[config.mk]
export PLATFORM = sky130hd
export DESIGN_NAME = mem_bus_arbiter
export DESIGN_NICKNAME = d
export VERILOG_FILES = /design/src/rtl/mem_bus_arbiter.sv
export SDC_FILE = /design/constraint.sdc
export NUM_CORES = 1
export LEC_CHECK = 0
export CAP_MARGIN = 40
export CORE_AREA = 10 10 191 193
export CTS_BUF_LIST = sky130_fd_sc_hd__clkbuf_4 sky130_fd_sc_hd__clkbuf_8
export DETAILED_ROUTE_END_ITERATION = 8
export DIE_AREA = 0 0 201 203
export GPL_TIMING_DRIVEN = 0
export PLACE_DENSITY_LB_ADDON = 0.25
export SLEW_MARGIN = 20
export SYNTH_ARGS = -nofsm -noshare
export SYNTH_HDL_FRONTEND = slang
export SYNTH_SLANG_ARGS = --single-unit
[constraint.sdc]
create_clock -name clk -period 1.8 [get_ports clk]
set_input_delay 0.27 -clock clk [delete_from_list [all_inputs] [get_ports clk]]
set_output_delay 0.27 -clock clk [all_outputs]
set_load 0.02 [all_outputs]
[src/rtl/mem_bus_arbiter.sv]
// mem_bus_arbiter
// Shares one memory bus port between the instruction-fetch bus and the data
// bus. One transaction is granted at a time with round-robin priority; the
// winning request is latched onto the m_* bus at grant and held there until
// the memory completes, then the completion is steered back to the owner.
//
// Ports
//   clk                 : only clock
//   reset               : asynchronous, active-low
//   i_valid/i_addr      : fetch request (held by requester until i_data_ok)
//   i_data_ok/i_data    : fetch completion pulse and 32-bit instruction word
//   d_valid/d_addr/d_size/d_strobe/d_wdata : data request (strobe 0 = read)
//   d_data_ok/d_data    : data completion pulse and load data
//   m_valid/m_addr/m_size/m_strobe/m_wdata : latched memory request
//   m_data_ok/m_data    : memory completion pulse and read data
//
// state  | meaning
// IDLE   | no transaction outstanding; arbitration happens here
// BUSY_I | fetch request owns the memory bus, waiting for m_data_ok
// BUSY_D | data request owns the memory bus, waiting for m_data_ok

module mem_bus_arbiter #(
  parameter int ADDR_W = 64,
  parameter int DATA_W = 64
) (
  input  logic                clk,
  input  logic                reset,

  input  logic                i_valid,
  input  logic [ADDR_W-1:0]   i_addr,
  output logic                i_data_ok,
  output logic [31:0]         i_data,

  input  logic                d_valid,
  input  logic [ADDR_W-1:0]   d_addr,
  input  logic [2:0]          d_size,
  input  logic [DATA_W/8-1:0] d_strobe,
  input  logic [DATA_W-1:0]   d_wdata,
  output logic                d_data_ok,
  output logic [DATA_W-1:0]   d_data,

  output logic                m_valid,
  output logic [ADDR_W-1:0]   m_addr,
  output logic [2:0]          m_size,
  output logic [DATA_W/8-1:0] m_strobe,
  output logic [DATA_W-1:0]   m_wdata,
  input  logic                m_data_ok,
  input  logic [DATA_W-1:0]   m_data
);

  typedef enum logic [1:0] {
    IDLE   = 2'd0,
    BUSY_I = 2'd1,
    BUSY_D = 2'd2
  } state_t;

  state_t              state_q;
  logic                last_d_q;   // 1 = last grant went to the data bus
  logic                m_valid_q;
  logic [ADDR_W-1:0]   m_addr_q;
  logic [2:0]          m_size_q;
  logic [DATA_W/8-1:0] m_strobe_q;
  logic [DATA_W-1:0]   m_wdata_q;

  // Data wins in IDLE when it is the only requester, or on a tie when the
  // previous grant was a fetch.
  logic grant_d;
  logic grant_i;
  assign grant_d = d_valid && (!i_valid || !last_d_q);
  assign grant_i = i_valid && !grant_d;

  always_ff @(posedge clk or negedge reset) begin
    if (!reset) begin
      state_q    <= IDLE;
      last_d_q   <= 1'b0;
      m_valid_q  <= 1'b0;
      m_addr_q   <= '0;
      m_size_q   <= '0;
      m_strobe_q <= '0;
      m_wdata_q  <= '0;
    end else begin
      case (state_q)
        IDLE: begin
          if (grant_d) begin
            state_q    <= BUSY_D;
            last_d_q   <= 1'b1;
            m_valid_q  <= 1'b1;
            m_addr_q   <= d_addr;
            m_size_q   <= d_size;
            m_strobe_q <= d_strobe;
            m_wdata_q  <= d_wdata;
          end else if (grant_i) begin
            state_q    <= BUSY_I;
            last_d_q   <= 1'b0;
            m_valid_q  <= 1'b1;
            m_addr_q   <= i_addr;
            m_size_q   <= 3'b010;
            m_strobe_q <= '0;
            m_wdata_q  <= '0;
          end
        end
        BUSY_I, BUSY_D: begin
          // The transaction always runs to completion, even if the owner
          // drops its valid meanwhile.
          if (m_data_ok) begin
            state_q   <= IDLE;
            m_valid_q <= 1'b0;
          end
        end
        default: begin
          state_q   <= IDLE;
          m_valid_q <= 1'b0;
        end
      endcase
    end
  end

  assign m_valid  = m_valid_q;
  assign m_addr   = m_addr_q;
  assign m_size   = m_size_q;
  assign m_strobe = m_strobe_q;
  assign m_wdata  = m_wdata_q;

  // Completion is steered combinationally so the owner sees it with no
  // added latency; a stray m_data_ok in IDLE reaches nobody.
  assign i_data_ok = (state_q == BUSY_I) && m_data_ok;
  assign d_data_ok = (state_q == BUSY_D) && m_data_ok;

  assign d_data = m_data;

  generate
    if (DATA_W == 32) begin : g_fetch_32
      assign i_data = m_data;
    end else begin : g_fetch_wide
      // The word half is chosen by the latched address, not the live one.
      assign i_data = m_addr_q[2] ? m_data[63:32] : m_data[31:0];
    end
  endgenerate

endmodule

==> Yosys cells after proc, flatten, opt, wreduce, memory -nomap -nowiden <==
Cells that the tools add are included.
{ "totals": {"elab_cells": 43, "output_inout_bits": 238, "ff_bits": 143, "inputBits": 272} }
{ "op_classes": {"n_mux": 19, "n_eq_ne": 4, "n_reduce_logical": 13} }
{ "op_table": {"columns": ["operator", "count"], "rows": [
  ["$mux 64", 4],
  ["$mux 32", 1],
  ["$mux 8", 2],
  ["$mux 2", 3],
  ["$mux 3", 2],
  ["$mux 1", 5],
  ["$logic_and 1x1->1", 4],
  ["$pmux 2 s2", 1],
  ["$reduce_and 2->1", 2],
  ["$logic_not 1->1", 3],
  ["$ne 3x3->1 const B", 1],
  ["$eq 2x1->1 const B", 1],
  ["$eq 2x2->1 const B", 1],
  ["$logic_not 2->1", 1],
  ["$ne 2x2->1 const B", 1],
  ["$pmux 1 s2", 1],
  ["$reduce_bool 2->1", 1],
  ["$reduce_or 2->1", 1],
  ["$logic_or 1x1->1", 1]
]} }

==> Depth between registers and ports, before layout <==
Gate-level depths: netlist of run 1.
{ "logic_depth": {"depth_word": 8, "ltp_mapped": 7, "depth_no_buf": 5} }

==> Worst setup path before layout of run 1 <==
Ideal clock, no wire load.
{ "synth_timing": {"kind": "register -> output", "start": "register m_addr_q[2] (netlist: m_addr[2])", "end": "output i_data[10]", "arrival_ps": 1292, "stages_incl_launch_ff": 4, "setup_slack_ps": 238, "path_buffers": 2, "required_time_ps": 1530, "cell_sequence": "dfrtp_1 -> clkbuf_1 -> buf_2 -> mux2_2"} }
{ "synth_between": {"elab_chain_cells": 1} }
{ "synth_rtl": {"columns": ["item", "line", "source"], "rows": [
  ["start: declaration", "60", "logic [ADDR_W-1:0] m_addr_q;"],
  ["start signal: assignment", "88", "m_addr_q <= d_addr;"],
  ["start signal: assignment", "96", "m_addr_q <= i_addr;"],
  ["$mux 32", "136", "assign i_data = m_addr_q[2] ? m_data[63:32] : m_data[31:0];"],
  ["end: declaration", "32", "output logic [31:0] i_data,"]
]} }
Every way passes these cells.

==> Worst setup path in the final report of run 1 <==
{ "layout_timing": {"start": "register m_addr_q[2] (netlist: m_addr[2])", "end": "output i_data[4]"} }
The elaborated chain is that of the path after synthesis.

==> results of run 1 <==
path summary, 6_finish.rpt:
path,start,end,slack (ns)
min,reset,m_wdata[53],0.34
max reg2reg,state_q[0],m_addr[58],0.17
max,m_addr[2],i_data[4],-0.14
min reg2reg,m_valid,m_valid,0.50
min in group clk,i_addr[59],m_addr[59],0.34
max in group asynchronous,reset,m_addr[5],0.68
power breakdown:
group	total, W	internal (W)	switching [W]
Sequential	0.00578	0.00484	0.000940
Clock	0.00291	0.00142	0.00150
Combinational	0.0123	0.00586	0.00648
cell type report:
class                      instances  area share
clock buffer                      18      0.0183
clock inverter                    14      0.0139
sequential                       143       0.271
buffer                           112      0.0618
inverter                           3    0.000852
multi-input combinational        387       0.184
antenna                            6     0.00114
timing repair buffer             517       0.407
tap                              442      0.0419
registers in the layout (all words and copies together), names as in the netlist:
| register | flops |
|---|---|
| m_addr | 64 |
| m_wdata | 64 |
| m_strobe | 8 |
| m_size | 3 |
| state_q | 2 |
| last_d_q | 1 |
| m_valid | 1 |
metrics by stage:
stage	hold slack [ns]	instances	worst slack, ns	instance area, um2
CTS	0.292	1634	-0.219	12800
global route	0.312	1642	-0.218	13200
finish	0.342	1642	-0.142	13200
floorplan	-0.0256	645	0.238	6630
detailed placement	0.276	1597	-0.512	12300
global placement	0.480	1596	-5.95	12300
cells in the mapped netlist:
| cell | number |
|---|---|
| inv_1 | 3 |
| and2_1 | 3 |
| a21boi_2 | 1 |
| a21oi_1 | 129 |
| nand2b_1 | 1 |
| nand4b_1 | 1 |
| o21ai_1 | 1 |
| mux2_2 | 32 |
| nor2_1 | 66 |
| a22o_1 | 74 |
| nor2b_1 | 2 |
| o21a_1 | 1 |
| buf_2 | 35 |
| o21ai_0 | 1 |
| o22a_1 | 2 |
| a21bo_1 | 1 |
| buf_4 | 72 |
| ha_1 | 3 |
| buf_1 | 1 |
| nand2_1 | 68 |
| o22ai_1 | 1 |
| dfrtp_1 | 143 |
| clkbuf_1 | 4 |
routing by layer:
metal / track usage / wire, um / vias up
met2: 0.298 / 18600 / 362
met4: 0.0774 / 1190 / 4
met3: 0.0920 / 4170 / 44
met1: 0.190 / 14300 / 3282
li1: - / - / 3258
met5: 0 / 30 / -
logic make-up (layout without fill, tap and decap cells):
kind of cell	count (synthesis)	after routing	share of synthesized area
adder cells (fa/ha/maj)	3	3	0.00566
flip-flops	143	143	0.540
AND/OR/NAND/NOR	141	141	0.0829
multiplexers	32	32	0.0544
buffers and inverters	115	664	0.113
AO/OA/AOI/OAI	211	211	0.205
other	0	6	0
timing repair:
| item | 4_1_cts | 5_1_grt |
|---|---|---|
| cloned | 1 | 3 |
| hold buffers | 1 | 0 |
| endpoints found under the setup margin | 180 | 207 |
| hold endpoints to repair | 68 | 0 |
| resized for setup | 256 | 110 |
| setup buffers | 3 | 0 |
==> impl_metrics.env, run 1 <==
export IMPL_boundaryPins=510
export IMPL_yosys_top_cells_area="dfrtp_1 54%, a22o_1 9.8%, a21oi_1 9.7%"
export IMPL_failed_checks="negative setup slack"
export IMPL_synthCells=645
export IMPL_core_mm2=0.0325
export IMPL_ir_worst_vdd_v=0.000861
export IMPL_post_route_period_util=1.08
export IMPL_tightest_slew_ns=0.592
export IMPL_synth_area_leader_cell="dfrtp_1"
export IMPL_endpoint_kind="output pin"
export IMPL_syn_area_per_cell_um2=10.3
export IMPL_synthToLayoutAreaGrowth_pct=99.3
export IMPL_dp_hpwl_um=31000
export IMPL_grt_pass1_wl_um=54000
export IMPL_synth_seq_cells=143
export IMPL_numCtsBuffers=17
export IMPL_critPathSlowestCell="dfrtp_2"
export IMPL_finalCriticalPeriod_ns=1.94
export IMPL_yosysSeqAreaShare=0.540
export IMPL_die_height_um=203
export IMPL_synthesis_nets=920
export IMPL_portBuffers=509
export IMPL_register_area_mm2=0.00358
export IMPL_multi_input_area_mm2=0.00244
export IMPL_slew_viol_final=0
export IMPL_cp_slowest_stage_delay_ns=0.45
export IMPL_first_pass_iters=4
export IMPL_synth_cell_types=23
export IMPL_final_common_cell="clkdlybuf4s50_1"
export IMPL_setup_viol=31
export IMPL_drcViolationCount=0
export IMPL_route_detailed_vias_per_inst=4.23
export IMPL_clk_latency_ns=0.47
export IMPL_critical_path_top_delay_family="buffers and inverters"
export IMPL_overflow=0
export IMPL_drt_iter0_drc=291
export IMPL_clockRootBuffer="clkbuf_8"
export IMPL_wl_per_cell_um=23.3
export IMPL_worst_slack_ns=-0.142
export IMPL_die_w_um=201
export IMPL_die_area_mm2=0.0408
export IMPL_vias=6950
export IMPL_gp_congestion=0.876
export IMPL_cp_required_ns=1.53
export IMPL_wirelength_um=38300
export IMPL_rsz0062_at_grt="yes"
export IMPL_grt_max_degree=76
export IMPL_grt_pass1_vias=7535
export IMPL_drv_cap=0
export IMPL_finalPower_w=0.0210
export IMPL_crit_chain="buf_8 > clkbuf_16 > mux2_4 > buf_6"
export IMPL_arrival_ns=1.67
export IMPL_synth_area_mm2=0.00663
export IMPL_power_density_mw_per_mm2=1590
export IMPL_grt_use_total=0.180
export IMPL_relSlewSlack=0.605
export IMPL_clock_path_buffers=2
export IMPL_drive_gt1_frac=0.188
export IMPL_antenna_left=0
export IMPL_rr_worst_depth=7
export IMPL_cts_clk_slew_worst_paths_ns=0.10
export IMPL_synth_top_area_frac=0.540
export IMPL_status="finished with violations"
export IMPL_crit_fanout=5
export IMPL_worstSetupPathDepth=4
export IMPL_cts_max_level=4
export IMPL_finalHoldViolations=0
export IMPL_rows=66
export IMPL_max_freq_ghz=0.515
export IMPL_grt_antenna_before_repair=11
export IMPL_hp_class="in2async"
export IMPL_cts_sinks=143
export IMPL_nets=1456
export IMPL_fillers=3237
export IMPL_most_common_layout_cells="384 x clkdlybuf4s50_1, 142 x dfrtp_1, 128 x a21oi_1"
export IMPL_finalClockSkew_ns=0.0199
export IMPL_power_leakage_nw=6.39
export IMPL_yosys_warnings=0
export IMPL_startpoint_type="flip-flop"
export IMPL_crit_buf_inv=3
export IMPL_initial_core_util=0.204
export IMPL_path_class="reg2out"
export IMPL_cts_tree="built"
export IMPL_post_route_util=0.407
export IMPL_final_setup_tns_ns=-3.58
No activity file was read; power rests on OpenSTA's default activity.
==> inputs of run 2 (changes only) <==
- PLACE_DENSITY: not set -> 0.64
- PLACE_DENSITY_LB_ADDON: 0.25 -> not set
- SKIP_LAST_GASP: not set -> 1
- TNS_END_PERCENT: not set -> 30
==> impl_metrics.env, run 2 (same netlist as run 1, synthesis figures left out) <==
export IMPL_gp_congestion=0.866
export IMPL_worst_slack_ns=-0.149
export IMPL_synthToLayoutAreaGrowth_pct=92.3
export IMPL_drt_iter0_drc=308
export IMPL_arrival_ns=1.68
export IMPL_hp_class="in2async"
export IMPL_cts_max_level=4
export IMPL_cts_tree="built"
export IMPL_core_mm2=0.0325
export IMPL_rsz0062_at_grt="yes"
export IMPL_die_height_um=203
export IMPL_clk_latency_ns=0.50
export IMPL_finalCriticalPeriod_ns=1.95
export IMPL_status="finished with violations"
export IMPL_clock_path_buffers=2
export IMPL_grt_use_total=0.170
export IMPL_first_pass_iters=4
export IMPL_most_common_layout_cells="466 x clkdlybuf4s50_1, 143 x dfrtp_1, 129 x a21oi_1"
export IMPL_max_freq_ghz=0.513
export IMPL_overflow=0
export IMPL_wirelength_um=35900
export IMPL_endpoint_kind="output pin"
export IMPL_setup_viol=35
export IMPL_ir_worst_vdd_v=0.000941
export IMPL_finalClockSkew_ns=0.0197
export IMPL_die_area_mm2=0.0408
export IMPL_path_class="reg2out"
export IMPL_portBuffers=509
export IMPL_rows=66
export IMPL_power_density_mw_per_mm2=1600
export IMPL_antenna_left=0
export IMPL_cts_clk_slew_worst_paths_ns=0.09
export IMPL_failed_checks="negative setup slack"
export IMPL_post_route_period_util=1.08
export IMPL_grt_max_degree=92
export IMPL_vias=6919
export IMPL_finalHoldViolations=0
export IMPL_startpoint_type="flip-flop"
export IMPL_wl_met3_um=3690
export IMPL_slew_viol_final=0
export IMPL_grt_antenna_before_repair=12
export IMPL_drv_cap=0
export IMPL_route_detailed_vias_per_inst=4.21
export IMPL_wl_per_cell_um=21.9
export IMPL_tightest_slew_ns=0.727
export IMPL_grt_pass1_wl_um=51500
export IMPL_clockRootBuffer="clkbuf_8"
export IMPL_power_leakage_nw=5.55
export IMPL_die_w_um=201
export IMPL_relSlewSlack=0.515
export IMPL_final_common_cell="clkdlybuf4s50_1"
export IMPL_grt_pass1_vias=7597
export IMPL_cp_required_ns=1.53
export IMPL_nets=1453
export IMPL_dp_slack_ns=-0.606
export IMPL_wl_met1_um=13200
export IMPL_wl_met2_um=18400
export IMPL_dp_hpwl_um=29400
export IMPL_highest_layer="met5"
export IMPL_final_setup_tns_ns=-3.87
export IMPL_cts_sinks=143
export IMPL_drive_gt1_frac=0.181
export IMPL_crit_fanout=10
export IMPL_numCtsBuffers=17
export IMPL_drcViolationCount=0
export IMPL_initial_core_util=0.204
export IMPL_boundaryPins=510
[run 2: cell types whose count changed in the layout (fill, tap and decap cells not counted), sizes merged, moves of 2 or more]
cell	before	now
dlygate4sd2	37	0
clkdlybuf4s50	384	466
dlymetal6s2s	53	8
clkinv	6	4
diode	6	10
clkinvlp	1	4
clkbuf	26	23
bufinv	3	1
[run 2: layout make-up]
cell class / instances / area (um2)
Antenna cell: 10 / 25.0
Timing Repair Buffer: 515 / 5050
Clock inverter: 13 / 129
Multi-Input combinational cell: 387 / 2320
Inverter: 3 / 11.3
Tap cell: 442 / 553
Buffer: 111 / 811
Clock buffer: 19 / 262
Fill cell: 3226 / 19700
Sequential cell: 143 / 3580
[run 2: worst paths after layout]
| check | cells past startpoint | from | slack (ns) | endpoint |
|---|---|---|---|---|
| max reg2reg | 7 | state_q[0] | 0.11 | m_addr[46] |
| max in group asynchronous | 3 | reset | 0.68 | m_addr[17] |
| min | 2 | reset | 0.29 | m_wdata[27] |
| max | 4 | m_addr[2] | -0.15 | i_data[18] |
| min in group clk | 3 | i_addr[25] | 0.31 | m_addr[25] |
| min reg2reg | 1 | m_valid | 0.50 | m_valid |
[run 2: report_power, final]
part / leakage (nW) / switching (W) / internal, W
clock network: 0.187 / 0.00145 / 0.00119
logic: 3.62 / 0.00631 / 0.00565
registers: 1.74 / 0.000947 / 0.00484
[run 2: critical path: stages (launching register included)]
cell     delay (ns)
dfrtp_1        0.38
buf_8          0.15
buf_8          0.15
mux2_2         0.35
buf_2          0.16
[run 2: routing by layer]
| metal | vias up | track usage |
|---|---|---|
| met5 | - | 0 |
| met3 | 33 | 0.0847 |
| met4 | 4 | 0.0714 |
| li1 | 3253 | - |
| met1 | 3277 | 0.170 |
| met2 | 352 | 0.296 |
[run 2: timing repair]
action,in CTS,in global routing
setup buffers,4,0
hold buffers,1,0
hold endpoints to repair,52,0
resized for setup,177,20
endpoints found under the setup margin,217,210
[run 2: per-stage QoR]
step,cells,utilization,cell area [um2],hold WS (ns),power [W]
6_report,1643,0.393,12700,0.294,0.0204
5_1_grt,1643,0.393,12700,0.275,0.0217
4_1_cts,1634,0.391,12700,0.254,0.0207
3_5_place_dp,1597,0.379,12300,0.229,0.0178
3_3_place_gp,1596,0.378,12300,0.480,0.0177
2_1_floorplan,645,-,6630,-0.0256,0.0115
==> inputs of run 3 (changes only) <==
- CELL_PAD_IN_SITES_DETAIL_PLACEMENT: not set -> 0
- CELL_PAD_IN_SITES_GLOBAL_PLACEMENT: not set -> 2
- CORE_AREA: 10 10 191 193 -> not set
- CORE_MARGIN: not set -> 10
- CORE_UTILIZATION: not set -> 18
- DIE_AREA: 0 0 201 203 -> not set
- PLACE_DENSITY: 0.64 -> 0.92
==> impl_metrics.env, run 3 (same netlist as run 1, synthesis figures left out) <==
export IMPL_max_freq_ghz=0.515
export IMPL_finalHoldViolations=0
export IMPL_startpoint_type="flip-flop"
export IMPL_hp_start="i_addr[44]"
export IMPL_crit_chain="buf_8 > buf_8 > mux2_2 > buf_2"
export IMPL_cp_required_ns=1.53
export IMPL_rsz0062_at_grt="yes"
export IMPL_failed_checks="negative setup slack"
export IMPL_grt_antenna_before_repair=10
export IMPL_status="finished with violations"
export IMPL_most_common_layout_cells="466 x clkdlybuf4s50_1, 143 x dfrtp_1, 129 x a21oi_1"
export IMPL_r2r_slack_ns=0.14
export IMPL_dp_hpwl_um=31500
export IMPL_worst_slack_ns=-0.143
export IMPL_grt_use_total=0.166
export IMPL_power_leakage_nw=5.57
export IMPL_first_pass_iters=5
export IMPL_cp_slowest_stage_delay_ns=0.40
export IMPL_r2r_end="m_addr[44]"
export IMPL_fin_area_mm2=0.0129
export IMPL_core_mm2=0.0364
export IMPL_drt_iter0_drc=278
export IMPL_gp_congestion=0.877
export IMPL_fillers=3737
export IMPL_synthToLayoutAreaGrowth_pct=93.9
export IMPL_numCtsBuffers=17
export IMPL_crit_fanout=10
export IMPL_drcViolationCount=0
export IMPL_highest_layer="met5"
export IMPL_grt_pass1_vias=7767
export IMPL_wl_met1_um=14400
export IMPL_boundaryPins=510
export IMPL_finalClockSkew_ns=0.0185
export IMPL_slew_viol_final=0
export IMPL_final_common_cell="clkdlybuf4s50_1"
export IMPL_cts_clk_slew_worst_paths_ns=0.10
export IMPL_drive_gt1_frac=0.181
export IMPL_arrival_ns=1.67
export IMPL_hold_path_depth=3
export IMPL_overflow=0
export IMPL_post_route_util=0.353
export IMPL_finalPower_w=0.0210
export IMPL_dp_cells=1623
export IMPL_hp_class="in2reg"
export IMPL_grt_pass1_wl_um=54300
export IMPL_nets=1453
export IMPL_final_cells=1666
export IMPL_route_detailed_vias_per_inst=4.22
export IMPL_power_density_mw_per_mm2=1630
export IMPL_rows=70
export IMPL_tightest_slew_ns=0.695
export IMPL_wl_met2_um=19400
export IMPL_ir_worst_vdd_v=0.00101
export IMPL_cts_tree="built"
export IMPL_finalCriticalPeriod_ns=1.94
export IMPL_cts_sinks=143
export IMPL_wirelength_um=38600
export IMPL_drv_cap=0
export IMPL_cts_max_level=4
export IMPL_setup_viol=37
export IMPL_grt_max_degree=74
export IMPL_final_setup_tns_ns=-4.10
export IMPL_worstReg2RegStart="state_q[0]"
export IMPL_vias=7029
export IMPL_path_class="reg2out"
export IMPL_die_height_um=212
export IMPL_relSlewSlack=0.537
export IMPL_wl_met3_um=3840
export IMPL_clockRootBuffer="clkbuf_8"
export IMPL_clock_path_buffers=2
export IMPL_die_area_mm2=0.0449
export IMPL_hold_end="m_addr[44]"
export IMPL_rr_worst_depth=7
export IMPL_post_route_period_util=1.08
export IMPL_placed_cell_area_mm2=0.0123
export IMPL_endpoint_kind="output pin"
export IMPL_clk_latency_ns=0.48
export IMPL_cpMostUsedCell="buf_8"
export IMPL_wl_per_cell_um=23.2
export IMPL_antenna_left=0
export IMPL_die_w_um=212
export IMPL_critPathSlowestCell="dfrtp_1"
export IMPL_initial_core_util=0.182
export IMPL_portBuffers=509
## run 3: power breakdown
| part | switching (W) | total (W) | internal, W |
|---|---|---|---|
| clock | 0.00145 | 0.00303 | 0.00157 |
| sequential | 0.000996 | 0.00584 | 0.00484 |
| combinational | 0.00644 | 0.0121 | 0.00568 |
## run 3: critical path, delay by kind of cell (launching register included)
kind / cells / cell delay [ns]
flops: 1 / 0.40
mux: 1 / 0.35
buf+inv: 3 / 0.45
## run 3: per-layer routing
layer,vias up,track usage
li1,3250,-
met3,39,0.0745
met1,3373,0.172
met2,363,0.288
met4,4,0.0697
met5,-,0
## run 3: worst max-delay path by stage
stage          startpoint          to  slack, ns  depth (start not counted)
5_1_grt         m_addr[2]  i_data[21]      -0.22                          4
3_5_place_dp      i_valid  m_addr[44]      -0.55                          6
3_3_place_gp        reset   m_addr[2]      -6.02                          1
4_1_cts         m_addr[2]  i_data[24]      -0.22                          4
2_1_floorplan   m_addr[2]  i_data[10]       0.24                          3
6_report        m_addr[2]  i_data[20]      -0.14                          4
## run 3: through the flow
stage	setup slack, ns	hold slack (ns)
finish	-0.143	0.327
global route	-0.223	0.285
CTS	-0.217	0.257
detailed placement	-0.551	0.281
global placement	-6.02	0.483
floorplan	0.238	-0.0256
## run 3: what timing repair did
item / in CTS / in global routing
resized for setup: 180 / 29
hold buffers: 1 / 0
gates cloned: 0 / 0
hold endpoints to repair: 72 / 0
endpoints found under the setup margin: 236 / 213
buffers inserted: 2 / 1
## run 3: layout make-up
cell class	count	area, um2	area share
clock buffers	18	248	0.0193
well taps	468	586	0.0456
diodes	7	17.5	0.00136
flip-flops and latches	143	3580	0.278
repair buffers	514	5060	0.394
inverters	3	11.3	0.000876
multi-input cells	387	2330	0.181
plain buffers	112	816	0.0635
clock inverters	14	204	0.0159
